`config.mk`:
```
export PLATFORM = sky130hd
export DESIGN_NAME = light_conflict_monitor
export DESIGN_NICKNAME = d
export VERILOG_FILES = /design/src/rtl/light_conflict_monitor.sv
export SDC_FILE = /design/constraint.sdc
export NUM_CORES = 1
export LEC_CHECK = 0
export BUFFER_PORTS_ARGS = -buffer_cell sky130_fd_sc_hd__buf_4
export CAP_MARGIN = 20
export CORE_ASPECT_RATIO = 0.6
export CORE_MARGIN = 1
export CORE_UTILIZATION = 59
export DETAILED_ROUTE_END_ITERATION = 10
export GPL_ROUTABILITY_DRIVEN = 0
export PLACE_DENSITY = 0.79
export REMOVE_ABC_BUFFERS = 1
export SLEW_MARGIN = 20
export SYNTH_ARGS = -nofsm -noshare
export SYNTH_HDL_FRONTEND = slang
export SYNTH_SLANG_ARGS = --single-unit
```
`constraint.sdc`:
```
create_clock -name in_clock -period 2.3 [get_ports in_clock]
set_input_delay 0.46 -clock in_clock [delete_from_list [all_inputs] [get_ports in_clock]]
set_output_delay 0.46 -clock in_clock [all_outputs]
set_load 0.02 [all_outputs]
```
`src/rtl/light_conflict_monitor.sv`:
```
// Safety monitor for the NS/EW light state machines: debounced conflict and illegal-aspect
// detection, a stuck-lamp watchdog, and a latched issue flag. Optional: LIGHT_MONITOR_SNAPSHOT_EN.
module light_conflict_monitor #(
  parameter int CONFLICT_CYCLES = 4,
  parameter int WATCHDOG_CYCLES = 1000000,
  parameter int ARM_CYCLES      = 16
) (
  input  logic       in_clock,
  input  logic       in_reset,
  input  logic [4:0] in_ns_lights,
  input  logic [4:0] in_ew_lights,
  input  logic       in_clear,
  output logic       out_issue,
  output logic [1:0] out_fault_code,
  output logic [7:0] out_fault_count,
  output logic       out_armed
`ifdef LIGHT_MONITOR_SNAPSHOT_EN
  ,
  output logic [9:0] out_snapshot
`endif
);

  localparam int DEB_W = $clog2(CONFLICT_CYCLES + 1);
  localparam int WD_W  = $clog2(WATCHDOG_CYCLES + 1);
  localparam int ARM_W = $clog2(ARM_CYCLES + 1);

  localparam logic [DEB_W-1:0] DEB_LAST = DEB_W'(CONFLICT_CYCLES - 1);
  localparam logic [WD_W-1:0]  WD_LAST  = WD_W'(WATCHDOG_CYCLES - 1);
  localparam logic [ARM_W-1:0] ARM_LAST = ARM_W'(ARM_CYCLES - 1);

  typedef enum logic [1:0] {
    S_ARM     = 2'd0,
    S_MONITOR = 2'd1,
    S_SUSPECT = 2'd2,
    S_FAULT   = 2'd3
  } state_t;

  state_t           r_state;
  state_t           w_state_nx;
  logic [DEB_W-1:0] r_deb;
  logic [DEB_W-1:0] w_deb_nx;
  logic [WD_W-1:0]  r_wd;
  logic [WD_W-1:0]  w_wd_nx;
  logic [ARM_W-1:0] r_arm;
  logic [ARM_W-1:0] w_arm_nx;
  logic [9:0]       r_prev;
  logic             r_issue;
  logic [1:0]       r_code;
  logic [1:0]       w_code_nx;
  logic [7:0]       r_count;
  logic             w_enter_fault;
  logic             w_deb_done;
  logic             w_wd_fire;

  logic [9:0] w_lamps;
  logic       w_ns_go;
  logic       w_ew_go;
  logic       w_ns_ill;
  logic       w_ew_ill;
  logic       w_cross;
  logic       w_bad;
  logic       w_same;

  // Exactly one of {red, green, yellow} must be lit: odd parity and not all three.
  assign w_ns_ill = ~((^in_ns_lights[2:0]) & ~(&in_ns_lights[2:0]));
  assign w_ew_ill = ~((^in_ew_lights[2:0]) & ~(&in_ew_lights[2:0]));
  assign w_ns_go  = |in_ns_lights[3:1];
  assign w_ew_go  = |in_ew_lights[3:1];
  assign w_cross  = (w_ns_go & w_ew_go) | (in_ns_lights[4] & w_ew_go) | (in_ew_lights[4] & w_ns_go);
  assign w_bad    = w_cross | w_ns_ill | w_ew_ill;
  assign w_lamps  = {in_ew_lights, in_ns_lights};
  assign w_same   = (w_lamps == r_prev);

  always_comb begin
    w_state_nx    = r_state;
    w_deb_nx      = r_deb;
    w_wd_nx       = '0;
    w_arm_nx      = r_arm;
    w_code_nx     = r_code;
    w_enter_fault = 1'b0;
    w_deb_done    = 1'b0;
    w_wd_fire     = 1'b0;
    case (r_state)
      S_ARM: begin
        if (r_arm == ARM_LAST) begin
          w_state_nx = S_MONITOR;
        end else begin
          w_arm_nx = r_arm + 1'b1;
        end
      end
      S_MONITOR, S_SUSPECT: begin
        w_wd_nx   = w_same ? r_wd + 1'b1 : '0;
        w_wd_fire = w_same && (r_wd == WD_LAST);
        if (r_state == S_MONITOR) begin
          if (w_bad) begin
            w_deb_nx = DEB_W'(1);
            if (CONFLICT_CYCLES == 1) w_deb_done = 1'b1;
            else                      w_state_nx = S_SUSPECT;
          end
        end else if (w_bad) begin
          if (r_deb == DEB_LAST) w_deb_done = 1'b1;
          else                   w_deb_nx   = r_deb + 1'b1;
        end else begin
          w_state_nx = S_MONITOR;
          w_deb_nx   = '0;
        end
        // Debounced conflict/aspect faults outrank a simultaneous watchdog expiry.
        if (w_deb_done) begin
          w_state_nx    = S_FAULT;
          w_code_nx     = w_cross ? 2'd1 : 2'd2;
          w_enter_fault = 1'b1;
        end else if (w_wd_fire) begin
          w_state_nx    = S_FAULT;
          w_code_nx     = 2'd3;
          w_enter_fault = 1'b1;
        end
      end
      S_FAULT: begin
        if (in_clear && !w_bad) begin
          w_state_nx = S_MONITOR;
          w_code_nx  = 2'd0;
          w_deb_nx   = '0;
        end
      end
      default: w_state_nx = S_ARM;
    endcase
  end

  always_ff @(posedge in_clock or negedge in_reset) begin
    if (!in_reset) begin
      r_state <= S_ARM;
      r_deb   <= '0;
      r_wd    <= '0;
      r_arm   <= '0;
      r_prev  <= '0;
      r_issue <= 1'b0;
      r_code  <= 2'd0;
      r_count <= 8'd0;
    end else begin
      r_state <= w_state_nx;
      r_deb   <= w_deb_nx;
      r_wd    <= w_wd_nx;
      r_arm   <= w_arm_nx;
      r_prev  <= w_lamps;
      r_issue <= (w_state_nx == S_FAULT);
      r_code  <= w_code_nx;
      if (w_enter_fault && (r_count != 8'hFF)) r_count <= r_count + 8'd1;
    end
  end

`ifdef LIGHT_MONITOR_SNAPSHOT_EN
  logic [9:0] r_snapshot;

  always_ff @(posedge in_clock or negedge in_reset) begin
    if (!in_reset) begin
      r_snapshot <= '0;
    end else if (w_enter_fault) begin
      r_snapshot <= w_lamps;
    end
  end

  assign out_snapshot = r_snapshot;
`endif

  assign out_issue       = r_issue;
  assign out_fault_code  = r_code;
  assign out_fault_count = r_count;
  assign out_armed       = (r_state != S_ARM);

endmodule

```
* After elaboration in Yosys (flattened, before gate mapping)
Cells that the tools add are included.
** Cells by class
- Mux-type cells :: 28
- Shifts and indexed selects :: 0
- Reduce and logical (&&, ||, !) cells :: 17
- Multiply operators :: 0
- $add $sub $neg :: 4
- Equal/unequal tests :: 13
- Bitwise operators :: 14
- Order comparisons :: 0
- Divide/modulo/power cells :: 0
** Operators with widths (number)
- $mux W20 :: 2
- $mux W2 :: 11
- $add A20 B1 Y20 const B :: 1
- $eq A20 B20 Y1 const B :: 1
- $mux W3 :: 5
- $eq A10 B10 Y1 :: 1
- $reduce_and A3 Y1 :: 3
- $add A8 B1 Y8 const B :: 1
- $ne A8 B8 Y1 const B :: 1
- $mux W1 :: 7
- $eq A2 B2 Y1 const B :: 3
- $ne A3 B3 Y1 const B :: 2
- $pmux W2 S3 :: 1
- $pmux W3 S2 :: 1
- $reduce_or A3 Y1 :: 2
- $reduce_xor A3 Y1 :: 2
- $add A5 B1 Y5 const B :: 1
- $and A1 B1 Y1 :: 5
- $eq A5 B4 Y1 const B :: 1
- $not A1 Y1 :: 5
- $ne A4 B4 Y1 const B :: 1
- $or A1 B1 Y1 :: 4
- $pmux W2 S2 :: 1
- $reduce_and A4 Y1 :: 1
- 10 further kinds :: 13
** Word-level totals
- Input port bits :: 13
- Latch bits :: 0
- Memories :: 0
- Logic and storage cells :: 84
- Bits in writable memories :: 0
- Bits in read-only memories :: 0
- Bits in registers :: 51

* Depth between registers and ports, before layout
- Depth in word-level cells :: 12
- Mapped depth :: 8
- Mapped depth without buffers :: 7

* Worst setup path after synthesis
Ideal clock, no wire load.
- Kind :: input port to flip-flop
- Start :: in in_ns_lights[0]
- End :: reg r_deb[0]
- Stages :: 7
- Slack :: 0.160 ns
- Data arrival time :: 2.012 ns
- Data required time :: 2.172 ns
- Cells stage by stage :: ha_1 > nor3b_1 > o22ai_2 > nand2b_4 > a2111oi_4 > a31oi_2 > mux2_1
** On the way
- Word-level cells in the longest chain between the ends :: 10
** RTL lines
- start, declared :: RTL line 10 : input logic [4:0] in_ns_lights,
- $reduce_and A3 Y1 :: RTL line 65 : assign w_ns_ill = ~((^in_ns_lights[2:0]) & ~(&in_ns_lights[2:0]));
- $not A1 Y1 :: RTL line 65
- $and A1 B1 Y1 (*) :: RTL line 65
- $not A1 Y1 (*) :: RTL line 65
- $or A1 B1 Y1 (*) (2 in a row) :: RTL line 70 : assign w_bad = w_cross | w_ns_ill | w_ew_ill;
- $logic_not A1 Y1 :: RTL line 119 : if (in_clear && !w_bad) begin
- $logic_and A1 B1 Y1 :: RTL line 119
- $ne A2 B2 Y1 (no line)
- $reduce_and A4 Y1 (no line)
- end signal, assigned :: RTL line 141 : r_deb <= w_deb_nx;
- end, declared :: RTL line 40 : logic [DEB_W-1:0] r_deb;
Every way passes the cells marked *; elsewhere a longest branch is shown, timed or not.
A chain may end at the register's enable or synchronous reset.

* Worst setup path after layout
- Start :: reg r_state[0]
- End :: reg r_deb[2]
** On the way
- Word-level cells in the longest chain between the ends :: 4
** RTL lines
- start, declared :: RTL line 38 : state_t r_state;
- start signal, assigned :: RTL line 140 : r_state <= w_state_nx;
- $eq A2 B1 Y1 / $eq A2 B2 Y1 (equally long branches) :: RTL line 83, 94
- $reduce_or A2 Y1 :: RTL line 83 : case (r_state)
- $ne A4 B4 Y1 (no line), or another cell as far along
- $reduce_and A4 Y1 (no line)
Parallel ways exist; a longest one is shown, timed or not.

==> results.txt <==
outcome: finished clean
height of the die: 54.5 µm
Remaining Overflow, GRT: 0
area of the die: 0.00488 mm²
Max FO, Critical Path: 9
final net count: 328
synth unique cells: 49
maximum clock frequency: 467 MHz
starting density of the core: 63.7%
vias in the first global route: 1,886
proportion of netlist area held by the largest area contributor: 47.1%
worst-skew pair later-pin latency: 310 ps
Tcrit/Tclk final: 93.2%
kind of end point of the critical path: flop
number of diodes: 0
# rows: 18
average detailed-routed wire length per instance: 14.3 µm
synthesis-to-finish area growth: 17.5%
final worst path period need: 2140 ps
simple-gate area share of the yosys netlist: 21.6%
count of placed standard cells in the final layout, fillers left out: 363
post-CTS resize count: 0
Post-CTS Repair Setup Buffers: 0
flip-flop and latch count after synthesis: 51
area of the core: 0.00426 mm²
clock-pin transition on the worst setup and hold timing paths: 90 ps
Yosys top cell by area: sky130_fd_sc_hd__dfrtp_1
Post-synth ARST share: 100%
overall power of the completed layout: 2.80 mW
Hold-fix buffers, CTS: 0
wire length of the first global-routing pass: 8770 µm
detailed-route vias per instance: 5.51
net switching power: 0.972 mW
number of cells traversed by the worst register-to-register path: 6
TritonCTS clock tree: done
internal power component: 1.82 mW
power density cells: 877 mW/mm²
RSZ-0062 raised after global routing: false
fraction of power consumed by the clock network: 23.0%
critical path class: reg2reg
worst min-delay path category: in2async
antenna violations before repair: 0
share of post-route cells with drive strength above 1: 20.8%
worst setup skew after layout: 7.74 ps
leading cell type in the layout, fill and taps excluded: sky130_fd_sc_hd__dfrtp_1
first-pass iteration count of the detailed router: 4
worst relative slew slack: 58.1%
dominant combinational cell family by area after synthesis: simple AND/OR/NAND/NOR gates
number of setup violations in the final report: 0
arrival time worst endpoint: 2340 ps
antenna violation net count after detailed routing: 0
DRC violation count after routing: 0
most used cells in the layout excluding fill and tap cells: sky130_fd_sc_hd__dfrtp_1 (51), sky130_fd_sc_hd__buf_4 (41), sky130_fd_sc_hd__nor2_1 (33), sky130_fd_sc_hd__xnor2_1 (22), sky130_fd_sc_hd__nand2_1 (17)
total CTS buffers: 5
part of the power in combinational logic: 38.9%
post-synthesis share of cell area spent on xor and xnor gates: 12.0%
number of I/O port buffers: 24
cell types with the largest area share after synthesis: sky130_fd_sc_hd__dfrtp_1 (47%), sky130_fd_sc_hd__xnor2_1 (7.1%), sky130_fd_sc_hd__ha_1 (6.0%)
share of total power consumed by net switching: 34.8%
number of enable flip-flop cells after synthesis: 0
total detailed-routing wirelength: 5190 µm
buffer type at the clock tree root: sky130_fd_sc_hd__clkbuf_8
floorplan die width: 89.5 µm
compound-cell area share of the yosys netlist: 8.77%
number of I/O pins: 25
HPWL after detailed placement: 3900 µm
sequential share of power: 38.1%
Avg Synthesized Cell Area: 10.5 µm²
Post-Place Cells: 355
adder-cell area share of the yosys netlist: 6.37%
number of clock sinks seen by CTS: 51
Post-Synthesis Cells: 258
number of max-slew violations in the final report: 0
required time of the worst setup path: 2490 ps
drt initial violations: 144
yosys warns: 0
portion of netlist area occupied by mux cells: 1.62%
H-tree Lvls: 2
overall via count from detail_route: 2,000
Max-Cap Viols: 0
launching element type of the critical path: flop
prevailing post-synth register cell: sky130_fd_sc_hd__dfrtp_1
maximum vdd drop: 0.549 mV
slew of the pin with the lowest slew margin: 629 ps
count of final hold-check violations: 0
Max clock buf depth: 2
leakage power total: 1.39 nW
maximum number of pins on one net before global-route repair: 52
Tot GR Track Use: 24.6%
area of the mapped netlist: 0.00271 mm²
portion of the post-synthesis area used by sequential elements: 47.1%
==> synth_stat cells, types with 2 or more instances <==
| library cell | count |
|---|---|
| sky130_fd_sc_hd__or3_1 | 2 |
| sky130_fd_sc_hd__ha_1 | 13 |
| sky130_fd_sc_hd__inv_1 | 12 |
| sky130_fd_sc_hd__nor4_2 | 2 |
| sky130_fd_sc_hd__nand3_1 | 15 |
| sky130_fd_sc_hd__nand2_1 | 17 |
| sky130_fd_sc_hd__or2_2 | 2 |
| sky130_fd_sc_hd__and2_1 | 2 |
| sky130_fd_sc_hd__a21oi_1 | 4 |
| sky130_fd_sc_hd__nor3b_1 | 2 |
| sky130_fd_sc_hd__nor2_1 | 33 |
| sky130_fd_sc_hd__buf_2 | 2 |
| sky130_fd_sc_hd__nor4_1 | 5 |
| sky130_fd_sc_hd__xor2_1 | 15 |
| sky130_fd_sc_hd__mux2_1 | 3 |
| sky130_fd_sc_hd__dfrtp_1 | 51 |
| sky130_fd_sc_hd__nand4_1 | 8 |
| sky130_fd_sc_hd__nor2b_1 | 4 |
| sky130_fd_sc_hd__xnor2_1 | 22 |
| sky130_fd_sc_hd__nor3_1 | 6 |
| sky130_fd_sc_hd__and3_1 | 3 |
| sky130_fd_sc_hd__o21ai_0 | 8 |
==> stage by stage <==
step	setup TNS [ps]	hold slack [ps]	instance area, µm²	utilization (%)	worst slack [ps]
after global routing	0	210	3190	74.9	4.67
final	0	164	3190	74.9	157
after floorplan	-56.7	164	2690	-	-56.7
after detailed placement	-138	483	3070	72.1	-75.3
after CTS	0	191	3190	74.9	144
after global placement	-25.2	461	3070	72.1	-13.2
==> layer usage <==
| layer | part of all wire, % | global-route usage (%) | vias to the layer above |
|---|---|---|---|
| li1 | - | - | 985 |
| met1 | 51 | 36.2 | 950 |
| met2 | 42 | 37.0 | 54 |
| met3 | 5.3 | 5.43 | 11 |
| met4 | 1.3 | 6.88 | 0 |
| met5 | 0 | 0 | - |
==> final timing paths <==
| path | startpoint | slack [ps] | to |
|---|---|---|---|
| max | r_state[0]$_DFF_PN0_ | 160 | r_deb[2]$_DFFE_PN0P_ |
| min | in_reset | 160 | r_wd[4]$_DFF_PN0_ |
| max reg2reg | r_state[0]$_DFF_PN0_ | 160 | r_deb[2]$_DFFE_PN0P_ |
| min reg2reg | r_arm[2]$_DFFE_PN0P_ | 500 | r_arm[2]$_DFFE_PN0P_ |
| max in group asynchronous | in_reset | 1710 | out_fault_count[7]$_DFFE_PN0P_ |
| min in group in_clock | in_ew_lights[1] | 280 | r_prev[6]$_DFF_PN0_ |
==> logic make-up (layout without fill, tap and decap cells) <==
group | Yosys count | count (layout)
AOI/OAI and AO/OA | 27 | 27
xor gates and xnor gates | 37 | 37
adders and majority gates | 14 | 14
buffers and inverters | 16 | 61
DFF | 51 | 51
muxes | 4 | 4
and+or+nand+nor | 109 | 109
==> sequential cells by signal (all words and copies together), names as in the netlist <==
signal           count
out_fault_code       2
out_fault_count      8
out_issue            1
r_arm                5
r_deb                3
r_prev              10
r_state              2
r_wd                20
==> worst max-delay path, stage by stage, from the launching register on <==
cell and delay (ps):
sky130_fd_sc_hd__dfrtp_1 450, sky130_fd_sc_hd__inv_1 130, sky130_fd_sc_hd__ha_1 470, sky130_fd_sc_hd__nor2_1 320, sky130_fd_sc_hd__a2111oi_4 60, sky130_fd_sc_hd__a31oi_2 260, sky130_fd_sc_hd__mux2_1 360
==> power by group through the flow <==
stage | registers, mW | clock network [mW] | logic, mW
after detailed placement | 1.08 | 0 | 1.08
after global placement | 1.08 | 0 | 1.05
final | 1.06 | 0.642 | 1.09
after global routing | 1.08 | 0.691 | 1.22
after CTS | 1.06 | 0.658 | 1.09
after floorplan | 1.12 | 0 | 0.638
==> area by class of cell <==
cell class,count,area (µm²)
inverter,12,45.0
tap,60,75.1
timing repair buffer,41,308
sequential,51,1280
clock inverter,2,35.0
clock buffer,6,82.6
fill,295,1070
multi-input combinational,191,1370
No activity file was read; power rests on OpenSTA's default activity.
